`src/rtl/gpioemu_pkg.sv`:
```
// Shared definitions for the multiply/popcount coprocessor: register offsets, FSM states, STAT/CTRL bits.
// No logic of its own beyond the popcount helper.
package gpioemu_pkg;

  localparam logic [15:0] OFF_A1   = 16'h0000;
  localparam logic [15:0] OFF_A2   = 16'h0008;
  localparam logic [15:0] OFF_W    = 16'h0010;
  localparam logic [15:0] OFF_L    = 16'h0018;
  localparam logic [15:0] OFF_CTRL = 16'h0020;

  localparam int STAT_VALID = 0;
  localparam int STAT_READY = 1;
  localparam int STAT_ERR   = 2;

  localparam int CTRL_START = 0;
  localparam int CTRL_CLEAR = 1;

  typedef enum logic [1:0] {
    IDLE  = 2'd0,
    MULT  = 2'd1,
    COUNT = 2'd2,
    DONE  = 2'd3
  } state_t;

  function automatic logic [5:0] popcount(input logic [31:0] v);
    logic [5:0] n;
    n = '0;
    for (int i = 0; i < 32; i++) n = n + 6'(v[i]);
    return n;
  endfunction

endpackage

```
`src/rtl/gpioemu_shiftadd_mul.sv`:
```
// Iterative shift-add multiplier: OP_W cycles after start, done pulses combinationally in the last add cycle.
// A start while busy reloads the operands; the caller only starts it when idle.
module gpioemu_shiftadd_mul #(
  parameter int OP_W = 24
) (
  input  logic              clk,
  input  logic              n_reset,
  input  logic              start,
  input  logic [OP_W-1:0]   a,
  input  logic [OP_W-1:0]   b,
  output logic              busy,
  output logic              done,
  output logic [2*OP_W-1:0] product
);

  localparam int CNT_W = $clog2(OP_W + 1);

  logic [2*OP_W-1:0] mcand;
  logic [OP_W-1:0]   mplier;
  logic [2*OP_W-1:0] acc;
  logic [CNT_W-1:0]  cnt;

  // done is asserted during the cycle whose edge performs the final add
  assign done    = busy && (cnt == CNT_W'(OP_W - 1));
  assign product = acc;

  always_ff @(posedge clk or negedge n_reset) begin
    if (!n_reset) begin
      mcand  <= '0;
      mplier <= '0;
      acc    <= '0;
      cnt    <= '0;
      busy   <= 1'b0;
    end else if (start) begin
      mcand  <= {{OP_W{1'b0}}, a};
      mplier <= b;
      acc    <= '0;
      cnt    <= '0;
      busy   <= 1'b1;
    end else if (busy) begin
      if (mplier[0]) acc <= acc + mcand;
      mcand  <= mcand << 1;
      mplier <= mplier >> 1;
      cnt    <= cnt + 1'b1;
      if (done) busy <= 1'b0;
    end
  end

endmodule

```
`src/rtl/gpioemu_mulpop.sv`:
```
// Bus-mapped multiply/popcount coprocessor; result visible OP_W+2 cycles after an accepted start.
// No backpressure: starts outside IDLE are dropped and flagged in the sticky err bit.
module gpioemu_mulpop
  import gpioemu_pkg::*;
#(
  parameter int          OP_W      = 24,
  parameter int          RES_W     = 32,
  parameter logic [15:0] BASE_ADDR = 16'h0380
) (
  input  logic        clk,
  input  logic        n_reset,
  input  logic [15:0] saddress,
  input  logic        srd,
  input  logic        swr,
  input  logic [31:0] sdata_in,
  output logic [31:0] sdata_out,
  input  logic [31:0] gpio_in,
  input  logic        gpio_latch,
  output logic [31:0] gpio_in_s_insp,
  output logic [31:0] gpio_out
);

  localparam int L_W = $clog2(RES_W + 1);

  logic srd_q, swr_q, latch_q;
  logic rd_rise, wr_rise, latch_rise;
  logic sel_a1, sel_a2, sel_w, sel_l, sel_ctrl;
  logic ctrl_wr, clr, start_req, start_ok;
  logic ready, cap, fin;
  logic [OP_W-1:0]   a1, a2;
  logic [RES_W-1:0]  w, res_q;
  logic [L_W-1:0]    l, pop_q;
  logic              valid, fit_q, err;
  logic [15:0]       op_count;
  logic [2*OP_W-1:0] product;
  logic [63:0]       acc_ext;
  logic              mul_busy, mul_done;
  logic [31:0]       rd_dat;
  state_t            state, state_nxt;
  logic              unused_ok;

  assign unused_ok = &{1'b0, sdata_in, mul_busy};

  always_ff @(posedge clk or negedge n_reset) begin
    if (!n_reset) begin
      srd_q   <= 1'b0;
      swr_q   <= 1'b0;
      latch_q <= 1'b0;
    end else begin
      srd_q   <= srd;
      swr_q   <= swr;
      latch_q <= gpio_latch;
    end
  end

  assign rd_rise    = srd & ~srd_q;
  assign wr_rise    = swr & ~swr_q;
  assign latch_rise = gpio_latch & ~latch_q;

  assign sel_a1   = (saddress == BASE_ADDR + OFF_A1);
  assign sel_a2   = (saddress == BASE_ADDR + OFF_A2);
  assign sel_w    = (saddress == BASE_ADDR + OFF_W);
  assign sel_l    = (saddress == BASE_ADDR + OFF_L);
  assign sel_ctrl = (saddress == BASE_ADDR + OFF_CTRL);

  assign ctrl_wr   = wr_rise & sel_ctrl;
  assign clr       = ctrl_wr & sdata_in[CTRL_CLEAR];
  assign start_req = ctrl_wr & sdata_in[CTRL_START];
  assign start_ok  = start_req & (state == IDLE);

  gpioemu_shiftadd_mul #(.OP_W(OP_W)) u_mul (
    .clk     (clk),
    .n_reset (n_reset),
    .start   (start_ok),
    .a       (a1),
    .b       (a2),
    .busy    (mul_busy),
    .done    (mul_done),
    .product (product)
  );

  always_ff @(posedge clk or negedge n_reset) begin
    if (!n_reset) state <= IDLE;
    else          state <= state_nxt;
  end

  always_comb begin
    state_nxt = state;
    case (state)
      IDLE:    if (start_ok) state_nxt = MULT;
      MULT:    if (mul_done) state_nxt = COUNT;
      COUNT:   state_nxt = DONE;
      DONE:    state_nxt = IDLE;
      default: state_nxt = IDLE;
    endcase
  end

  always_comb begin
    ready = 1'b0;
    cap   = 1'b0;
    fin   = 1'b0;
    case (state)
      IDLE:    ready = 1'b1;
      COUNT:   cap   = 1'b1;
      DONE:    fin   = 1'b1;
      default: ;
    endcase
  end

  // Widened so the overflow test degenerates cleanly to 1 when 2*OP_W <= RES_W
  assign acc_ext = 64'(product);

  always_ff @(posedge clk or negedge n_reset) begin
    if (!n_reset) begin
      a1       <= '0;
      a2       <= '0;
      res_q    <= '0;
      pop_q    <= '0;
      fit_q    <= 1'b1;
      w        <= '0;
      l        <= '0;
      valid    <= 1'b1;
      err      <= 1'b0;
      op_count <= '0;
    end else begin
      if (wr_rise && sel_a1) a1 <= sdata_in[OP_W-1:0];
      if (wr_rise && sel_a2) a2 <= sdata_in[OP_W-1:0];
      if (cap) begin
        res_q <= acc_ext[RES_W-1:0];
        pop_q <= L_W'(popcount(32'(acc_ext[RES_W-1:0])));
        fit_q <= ((acc_ext >> RES_W) == 64'd0);
      end
      if (fin) begin
        w <= res_q;
        l <= pop_q;
      end
      if (start_ok) valid <= 1'b1;
      else if (fin) valid <= fit_q;
      // clear is applied before the start, so a rejected start in the same write still flags err
      err      <= (err & ~clr) | (start_req & ~start_ok);
      op_count <= (clr ? 16'h0000 : op_count) + {15'b0, fin};
    end
  end

  always_comb begin
    rd_dat = 32'h0;
    if (sel_a1)   rd_dat = 32'(a1);
    if (sel_a2)   rd_dat = 32'(a2);
    if (sel_w)    rd_dat = 32'(w);
    if (sel_l)    rd_dat = 32'(l);
    if (sel_ctrl) rd_dat = {29'b0, err, ready, valid};
  end

  always_ff @(posedge clk or negedge n_reset) begin
    if (!n_reset) begin
      sdata_out      <= '0;
      gpio_in_s_insp <= '0;
    end else begin
      if (rd_rise)    sdata_out      <= rd_dat;
      if (latch_rise) gpio_in_s_insp <= gpio_in;
    end
  end

  assign gpio_out = {16'h0000, op_count};

endmodule

```
`config.mk`:
```
export PLATFORM = sky130hd
export DESIGN_NAME = gpioemu_mulpop
export DESIGN_NICKNAME = d
export VERILOG_FILES = /design/src/rtl/gpioemu_pkg.sv /design/src/rtl/gpioemu_shiftadd_mul.sv /design/src/rtl/gpioemu_mulpop.sv
export SDC_FILE = /design/constraint.sdc
export NUM_CORES = 1
export LEC_CHECK = 0
export ABC_AREA = 1
export BUFFER_PORTS_ARGS = -buffer_cell sky130_fd_sc_hd__buf_2
export CORE_UTILIZATION = 43
export CTS_CLUSTER_DIAMETER = 80
export DETAILED_ROUTE_END_ITERATION = 8
export PLACE_DENSITY = 0.67
export REMOVE_ABC_BUFFERS = 1
export SLEW_MARGIN = 20
export SYNTH_ARGS = -nofsm -noshare
export SYNTH_HDL_FRONTEND = slang
export SYNTH_SLANG_ARGS = --single-unit
export TNS_END_PERCENT = 30
```
`constraint.sdc`:
```
create_clock -name clk -period 8 [get_ports clk]
set_input_delay 2.4 -clock clk [delete_from_list [all_inputs] [get_ports clk]]
set_output_delay 2.4 -clock clk [all_outputs]
set_load 0.05 [all_outputs]
```
==> results of run 1 <==
## kinds of logic (layout without fill, tap and decap cells)
family                   after synthesis  count (layout)
XOR/XNOR                              28              28
buffers and inverters                466             604
other                                  1              16
adder cells (fa/ha/maj)               86              86
multiplexers                          35              35
AO/OA/AOI/OAI                        298             298
flip-flops                           338             338
AND/OR/NAND/NOR                     1239            1239
## report_power, final
part	switching [W]	internal, W
sequential	0.000151	0.00197
clock	0.000717	0.000983
combinational	0.000966	0.000464
## flip-flops by register name, summed over array words and instances, names as in the netlist, 2 cells and up
name and count:
u_mul.mcand 48, u_mul.product 48, gpio_in_s_insp 32, res_q 32, sdata_out 32, w 32
a1 24, a2 24, u_mul.mplier 24, op_count 16, l 6, pop_q 6
u_mul.cnt 5, state 2
## cells in the final DEF, fill, tap and decap left out, drive strengths merged, types with 16 or more instances in the layout
cell	n
o22ai	20
o21ai	179
conb	16
mux2	33
nand2	828
clkbuf	53
inv	363
dfrtp	336
nor2	154
fa	25
nand4	20
nand3	209
buf	171
ha	61
a21oi	87
## worst paths after layout
check,to,slack [ps],depth (start not counted)
max in group asynchronous,u_mul.product[32],4650,2
hold reg to reg,sdata_out[0],470,2
setup reg to reg,pop_q[5],2940,17
setup / recovery,u_mul.product[4],2740,11
hold / removal,sdata_out[0],470,2
min in group asynchronous,w[9],1890,1
## worst max-delay path: cells and delay by family
family / cells / cell delay [ps]
and+or+nand+nor: 7 / 1980
AOI/OAI and AO/OA: 1 / 180
buffers and inverters: 3 / 1060
## layout make-up
cell class / count / share of cell area, %
Timing Repair Buffer: 171 / 4.30
Tap cell: 585 / 3.44
Clock buffer: 53 / 5.07
Clock inverter: 16 / 0.659
Sequential cell: 338 / 39.8
Multi-Input combinational cell: 1702 / 40.3
Inverter: 364 / 6.43
## per-stage QoR
stage,hold WS [ps],instances
after floorplan,442,2404
after global placement,461,3160
after detailed placement,463,3160
after CTS,479,3229
after global routing,502,3229
final,475,3229
## metal layers
layer | part of all wire, % | global-route usage (%)
met1 | 46 | 30.8
met2 | 47 | 38.0
met3 | 4.9 | 2.82
met4 | 2.2 | 6.70
met5 | 0 | 0
==> metrics.csv, run 1 <==
stage,metric,value,unit
sta,minimum clock period,5260,ps
routing,Post-DRT Antenna Nets,0,
synthesis,simple-gate share of the synthesized area,26.9,%
sta,Setup WS post-layout,2740,ps
worst_hold_path,worst hold start,sdata_out[0],
clocking,Root Driver,clkbuf_16,
setup_path,CP Launch Point,saddress[15],
setup_path,"Top cell by count, worst path",nor2_4,
synthesis,dominant synthesized flop cell,dfrtp_1,
setup_path,critical-path cell list,buf_2 > nor2_1 > nand2_1 > nor2_4 > and2_4 > nand3_4 > nor2_4 > nor2_2 > buf_4 > inv_1 > o21ai_0,
sta,final worst clock skew,26.0,ps
placement,post-DP HPWL,36700,um
sta,final hold vios,0,
setup_path,CP max-delay cell,inv_1,
placement,routability cong.,0.943,
routing,DR vias/cell,5.02,
sta,Setup TNS Final,0,ps
power_and_ir_drop,Static Leak,11.4,nW
synthesis,Netlist cell types,38,
synthesis,Syn Inst Count,2491,
flow_run,max_cap viols,0,
synthesis,"area leader, netlist",dfrtp_1,
global_routing,Tot GR Track Use,22.7,%
clocking,CTS Hold Bufs,0,
clocking,CTS tree,yes,
power_and_ir_drop,Tot Pwr,0.00526,W
die,Die Y-Extent,211,um
die,I/O pin count,181,
placement,port bufs,156,
sta,Tcrit/Tclk final,65.8,%
synthesis,synth cell count leaders,"nand2_1 (828), inv_1 (362), dfrtp_1 (336), nand3_1 (208), o21ai_0 (176)",
final_layout,Fillers,4247,
setup_path,CP peak stage delay,690,ps
sta,Max Fclk,0.190,GHz
synthesis,most frequent cell after synthesis,nand2_1,
final_layout,Nets,2786,
synthesis,"flops & latches, synth",338,
clocking,Max clock buf depth,3,
die,Core Area,43200,um^2
synthesis,fraction of registers with async set/reset,100,%
status,outcome,"complete, no violations",
setup_path,Worst Path Arrival,5660,ps
setup_path,startpoint type of the worst setup path,input pin,
clocking,later-pin clock latency in the skew report,560,ps
final_layout,layout cells sized above 1,10.6,%
setup_path,required time worst endpoint,8390,ps
die,Starting Density,43.6,%
setup_path,crit path kind,in2reg,
clocking,CTS buffer count,38,
synthesis,synth top area cells,"dfrtp_1 (45%), nand2_1 (17%), inv_1 (7.2%)",
clocking,"Clk pin slew, worst setup/hold paths",60,ps
placement,pre-CTS WS,2170,ps
final_layout,fin area,21300,um^2
clocking,H-tree Lvls,2,
global_routing,antenna violations before repair,0,
synthesis,largest family of logic cells by synthesized area,simple AND/OR/NAND/NOR gates,
global_routing,vias in the first global route,15700,
synthesis,multiplexer share of the synthesized area,2.08,%
synthesis,post-synth top area share,44.6,%
die,DIE AREA,44600,um^2
routing,via count,16200,
routing,Routed WL per cell,15.4,um
sta,"Setup violations, final",0,
power_and_ir_drop,worst vdd ir,0.158,mV
routing,DRC violations left,0,
routing,Post-Route WL,49700,um
setup_path,Critical Path Fanout Max,29,
routing,drt first pass iters,5,
sta,Slew HR,37.3,%
power_and_ir_drop,Pwr per Cell Area,247,nW/um^2
die,die width,211,um
clocking,Post-CTS Setup Bufs,0,
final_layout,Area Overhead vs Synth,13.0,%
worst_hold_path,Tightest Hold Check Type,reg2reg,
routing,drt first-iter violations,1213,
clocking,Post-CTS Resized,0,
final_layout,register area,8460,um^2
synthesis,"EDFF count, synth",0,
sta,Pins Over Slew Limit,0,
synthesis,Synth Area in Adders,6.71,%
synthesis,"Cell Area, Synth",18800,um^2
final_layout,area of the multi-input gates,8580,um^2
setup_path,FF-to-FF Start,u_mul.product[1],
synthesis,"Warnings, synthesis",0,
sta,RSZ-0062 raised after global routing,no,
sta,worst slew pin tran,940,ps
final_layout,ANT cells,0,
global_routing,largest net degree at the start of global routing,160,
final_layout,fin util,49.3,%
setup_path,Worst setup EP type,register,
global_routing,global route overflow,0,
die,# rows,76,
global_routing,first-pass GRT wire length,80800,um
placement,Post-Place Cell Area,20100,um^2
synthesis,sequential share of the synthesized area,44.9,%
synthesis,Post-Syn Area per Cell,7.56,um^2
synthesis,XOR/XNOR Fraction of Synth Area,1.30,%
clocking,clock sinks,338,
synthesis,Compound-Gate Fraction of Synth Area,8.21,%
Power figures use the tool's default switching activity.
==> run 2, diff against run 1 <==
==> constraint.sdc (replaced) <==
create_clock -name clk -period 5.3 [get_ports clk]
set_input_delay 1.59 -clock clk [delete_from_list [all_inputs] [get_ports clk]]
set_output_delay 1.59 -clock clk [all_outputs]
set_load 0.05 [all_outputs]
==> run 2 against run 1 <==
Register-to-register slack got worse by 2500 ps. Combinational power grew 48%. Count of clock-buffer cells in the layout decreased by 4. Setup slack worse by 2300 ps. Cell count hardly changed. Sequential power rose by 52%. Non-clock buffer count up 7. Sequential share of layout area is 0.19 points lower. Flip-flop and latch count stayed put. Clock power is 56% higher. Largest cell class unchanged.
==> metrics.csv, run 2 (synthesized netlist as in run 1, its figures left out) <==
stage,metric,value,unit
placement,post-DP HPWL,37800,um
setup_path,startpoint type of the worst setup path,register,
sta,final hold vios,0,
power_and_ir_drop,Pwr per Cell Area,374,nW/um^2
placement,Placed Cells,3167,
sta,Tcrit/Tclk final,91.5,%
routing,Top Metal Used,met4,
placement,routability cong.,0.946,
clocking,Post-CTS Setup Bufs,0,
final_layout,Nets,2793,
routing,drt first pass iters,5,
clocking,later-pin clock latency in the skew report,550,ps
die,DIE AREA,44600,um^2
die,# rows,76,
global_routing,vias in the first global route,15800,
routing,routed wl met3,2630,um
global_routing,first-pass GRT wire length,82600,um
final_layout,Area Overhead vs Synth,13.5,%
global_routing,Tot GR Track Use,23.4,%
final_layout,"most common cell after layout, fill and taps aside",nand2_1,
sta,Max Fclk,0.206,GHz
power_and_ir_drop,Internal,0.00527,W
setup_path,Worst setup EP type,register,
power_and_ir_drop,Seq pwr share,40.4,%
sta,Setup TNS Final,0,ps
die,Die Y-Extent,211,um
clocking,clock sinks,338,
clocking,CTS tree,yes,
sta,RSZ-0062 raised after global routing,no,
power_and_ir_drop,sw power,0.00272,W
power_and_ir_drop,worst vdd ir,0.236,mV
clocking,CTS buffer count,38,
routing,via count,16200,
final_layout,ANT cells,0,
sta,smallest hold slack,474,ps
die,Starting Density,43.6,%
final_layout,fin area,21400,um^2
global_routing,antenna violations before repair,0,
sta,"Setup violations, final",0,
clocking,H-tree Lvls,2,
sta,Pins Over Slew Limit,0,
final_layout,most frequent cells in the layout,"nand2_1 (827), inv_1 (361), dfrtp_1 (335), nand3_1 (208), o21ai_0 (176)",
setup_path,Critical Path Fanout Max,4,
sta,final worst clock skew,16.3,ps
sta,worst slew pin tran,919,ps
setup_path,Worst Path Arrival,5260,ps
clocking,Max clock buf depth,3,
power_and_ir_drop,Static Leak,11.4,nW
routing,DR vias/cell,5.02,
routing,drt first-iter violations,1211,
power_and_ir_drop,Sw Ratio,34.1,%
clocking,Root Driver,clkbuf_16,
clocking,CTS Hold Bufs,0,
power_and_ir_drop,Comb power frac,26.5,%
clocking,Post-CTS Resized,0,
setup_path,required time worst endpoint,5710,ps
clocking,"Clk pin slew, worst setup/hold paths",60,ps
routing,Routed WL per cell,15.7,um
sta,Slew HR,38.7,%
global_routing,global route overflow,0,
placement,Post-Place Cell Area,20100,um^2
final_layout,layout cells sized above 1,10.7,%
die,Core Area,43200,um^2
routing,Post-Route WL,50800,um
placement,port bufs,156,
power_and_ir_drop,clock network power share,33.1,%
final_layout,fin util,49.5,%
flow_run,max_cap viols,0,
status,outcome,"complete, no violations",
worst_hold_path,Tightest Hold Check Type,reg2reg,
sta,minimum clock period,4850,ps
final_layout,final non-filler cell total,3231,
global_routing,largest net degree at the start of global routing,110,
routing,Post-DRT Antenna Nets,0,
setup_path,crit path kind,reg2reg,
routing,DR WL met2,23400,um
routing,routed metal-1 wire length,23500,um
die,die width,211,um
die,I/O pin count,181,
routing,DRC violations left,0,
run 2: cell types whose count changed in the layout (fill, tap and decap cells not counted), sizes merged:
cell    change
bufinv      +3
clkinv      -4
clkbuf      -4
buf         +7
run 2: worst max-delay path, cell delays in order (launching register included):
cell and delay, ps:
dfrtp_1 440, fa_1 570, inv_1 60, fa_1 380
inv_1 110, fa_1 450, fa_1 470, fa_1 540
inv_1 60, fa_1 600, inv_1 60, ha_1 290
nand2_1 70, nor2_1 40, a211oi_1 290, xor2_1 200
o21ai_0 90
run 2: worst paths after layout:
check / to / depth (start not counted) / slack, ps / from
min reg2reg: sdata_out[5] / 2 / 470 / sdata_out[5]
max: pop_q[3] / 16 / 450 / u_mul.product[17]
max reg2reg: pop_q[3] / 16 / 450 / u_mul.product[17]
min in group asynchronous: swr_q / 1 / 1100 / n_reset
max in group asynchronous: u_mul.mcand[3] / 2 / 3210 / n_reset
min: sdata_out[5] / 2 / 470 / sdata_out[5]
run 2: layout make-up:
cell class | instances | area (um^2)
inverter | 364 | 1370
clock inverter | 15 | 189
fill | 4245 | 21800
timing repair buffer | 178 | 993
tap | 585 | 732
clock buffer | 49 | 1050
multi-input combinational | 1702 | 8580
sequential | 338 | 8460
run 2: per-layer routing:
metal	vias up	GRT usage, %
met4	0	7.57
met5	-	0
met1	7710	32.6
met2	397	37.8
met3	62	2.74
li1	8059	-
run 2: power groups by stage:
stage	registers [W]	logic, W	clock network, W
after floorplan	0.00341	0.00134	0
after global placement	0.00325	0.00207	0
after detailed placement	0.00327	0.00212	0
after CTS	0.00323	0.00214	0.00270
after global routing	0.00327	0.00244	0.00281
final	0.00323	0.00212	0.00265
run 2: through the flow:
step	setup WS, ps	total power (W)
floorplan	722	0.00475
global placement	524	0.00532
detailed placement	455	0.00539
CTS	445	0.00807
global route	206	0.00852
finish	453	0.00800
==> run 3, diff against run 2 <==
--- a/config.mk
+++ b/config.mk
@@ -10,6 +10,7 @@
 export CORE_UTILIZATION = 43
 export CTS_CLUSTER_DIAMETER = 80
 export DETAILED_ROUTE_END_ITERATION = 8
+export GPL_TIMING_DRIVEN = 0
 export PLACE_DENSITY = 0.67
 export REMOVE_ABC_BUFFERS = 1
 export SLEW_MARGIN = 20
==> run 3 against run 2 <==
Sequential share of layout area is 0.36 points lower. Register-to-register slack worse by 210 ps. Power is 1.2% higher. Critical path type unchanged. Critical endpoint is now pop_q[5].
==> metrics.csv, run 3 (synthesized netlist as in run 1, its figures left out) <==
stage,metric,value,unit
status,outcome,"complete, no violations",
sta,final hold vios,0,
setup_path,required time worst endpoint,5720,ps
sta,worst slew pin tran,945,ps
setup_path,"Top cell by count, worst path",fa_1,
sta,Slew HR,36.9,%
sta,final worst clock skew,18.5,ps
clocking,later-pin clock latency in the skew report,560,ps
global_routing,first-pass GRT wire length,81300,um
routing,DRC violations left,0,
setup_path,startpoint type of the worst setup path,register,
sta,"Setup violations, final",0,
clocking,Post-CTS Resized,0,
die,# rows,76,
setup_path,Worst Path Arrival,5480,ps
clocking,Max clock buf depth,3,
worst_hold_path,Tightest Hold Check Type,reg2reg,
clocking,clock sinks,338,
routing,DR vias/cell,4.99,
clocking,H-tree Lvls,2,
routing,drt first-iter violations,1272,
setup_path,critical-path cell list,inv_1 > fa_1 > fa_1 > fa_1 > inv_1 > fa_1 > fa_1 > inv_1 > fa_1 > inv_1 > ha_1 > nand2_1 > nor2_1 > a211oi_2 > nor2_1 > o21ai_0 > nand2_1,
setup_path,Critical Path Fanout Max,3,
clocking,Root Driver,clkbuf_16,
routing,Routed WL per cell,15.6,um
sta,Pins Over Slew Limit,0,
placement,port bufs,156,
sta,Setup TNS Final,0,ps
placement,routability cong.,0.904,
clocking,CTS Hold Bufs,0,
final_layout,"most common cell after layout, fill and taps aside",nand2_1,
sta,minimum clock period,5060,ps
final_layout,layout cells sized above 1,10.9,%
die,I/O pin count,181,
routing,Post-Route WL,50200,um
die,DIE AREA,44600,um^2
die,Core Area,43200,um^2
routing,drt first pass iters,5,
power_and_ir_drop,Pwr per Cell Area,375,nW/um^2
clocking,"Clk pin slew, worst setup/hold paths",60,ps
placement,post-DP HPWL,37900,um
clocking,CTS tree,yes,
clocking,CTS buffer count,39,
power_and_ir_drop,Static Leak,11.5,nW
final_layout,Area Overhead vs Synth,14.6,%
die,Starting Density,43.6,%
setup_path,Worst setup EP type,register,
flow_run,max_cap viols,0,
clocking,Post-CTS Setup Bufs,0,
global_routing,largest net degree at the start of global routing,93,
global_routing,global route overflow,0,
setup_path,CP peak stage delay,640,ps
sta,RSZ-0062 raised after global routing,no,
final_layout,most frequent cells in the layout,"nand2_1 (825), inv_1 (360), dfrtp_1 (335), nand3_1 (208), o21ai_0 (176)",
final_layout,Nets,2788,
die,Die Y-Extent,211,um
global_routing,Tot GR Track Use,22.9,%
setup_path,CP max-delay cell,fa_1,
final_layout,ANT cells,0,
power_and_ir_drop,worst vdd ir,0.257,mV
die,die width,211,um
setup_path,crit path kind,reg2reg,
setup_path,Reg2Reg Depth,17,
routing,via count,16100,
worst_hold_path,WHS Path Cells,2,
sta,Max Fclk,0.198,GHz
routing,Post-DRT Antenna Nets,0,
sta,Tcrit/Tclk final,95.4,%
power_and_ir_drop,Tot Pwr,0.00810,W
global_routing,vias in the first global route,15600,
global_routing,antenna violations before repair,1,
run 3: cell types whose count changed in the layout (fill, tap and decap cells not counted), moves of 3 or more:
cell and delta:
buf_12 +3, buf_4 -19, clkbuf_8 +5, buf_16 +8, bufinv_16 -3
run 3: area by class of cell:
class                   instances  area [um^2]
fillers                      4279        21600
clock buffers                  52         1110
multi-input cells            1702         8620
repair buffers                172         1160
well taps                     585          732
clock inverters                13          126
inverters                     364         1370
flip-flops and latches        338         8460
run 3: worst max-delay path, delay by kind of cell (launching register included):
kind                       cells  cell delay, ps
AOI/OAI and AO/OA              2             520
DFF                            1             360
adders and majority gates      7            3430
and+or+nand+nor                4             280
buffers and inverters          4             320
run 3: layer usage:
layer  GRT usage, %  part of all wire (%)
met1           31.4                    46
met2           37.1                    46
met3           3.97                   5.2
met4           6.60                   2.6
met5              0                 0.026
run 3: final timing paths:
check / end / slack (ps) / start
worst min register to register: sdata_out[3] / 470 / sdata_out[3]
worst max-delay path: pop_q[5] / 240 / u_mul.product[11]
max in group asynchronous: w[22] / 3390 / n_reset
worst max register to register: pop_q[5] / 240 / u_mul.product[11]
min in group asynchronous: swr_q / 990 / n_reset
worst min-delay path: sdata_out[3] / 470 / sdata_out[3]
run 3: metrics by stage:
stage	util [%]	area (um^2)	hold slack, ps	setup slack [ps]	instances
after floorplan	-	18400	442	722	2404
after global placement	46.1	19900	457	-3840	3145
after detailed placement	47.1	20300	462	219	3161
after CTS	50.0	21600	479	188	3226
after global routing	50.0	21600	497	82.4	3226
final	50.0	21600	471	242	3226
run 3: power by group:
part | total [W] | switching (W) | internal, W
clock | 0.00263 | 0.00110 | 0.00153
sequential | 0.00322 | 0.000240 | 0.00298
combinational | 0.00225 | 0.00149 | 0.000759
total | 0.00810 | 0.00283 | 0.00527
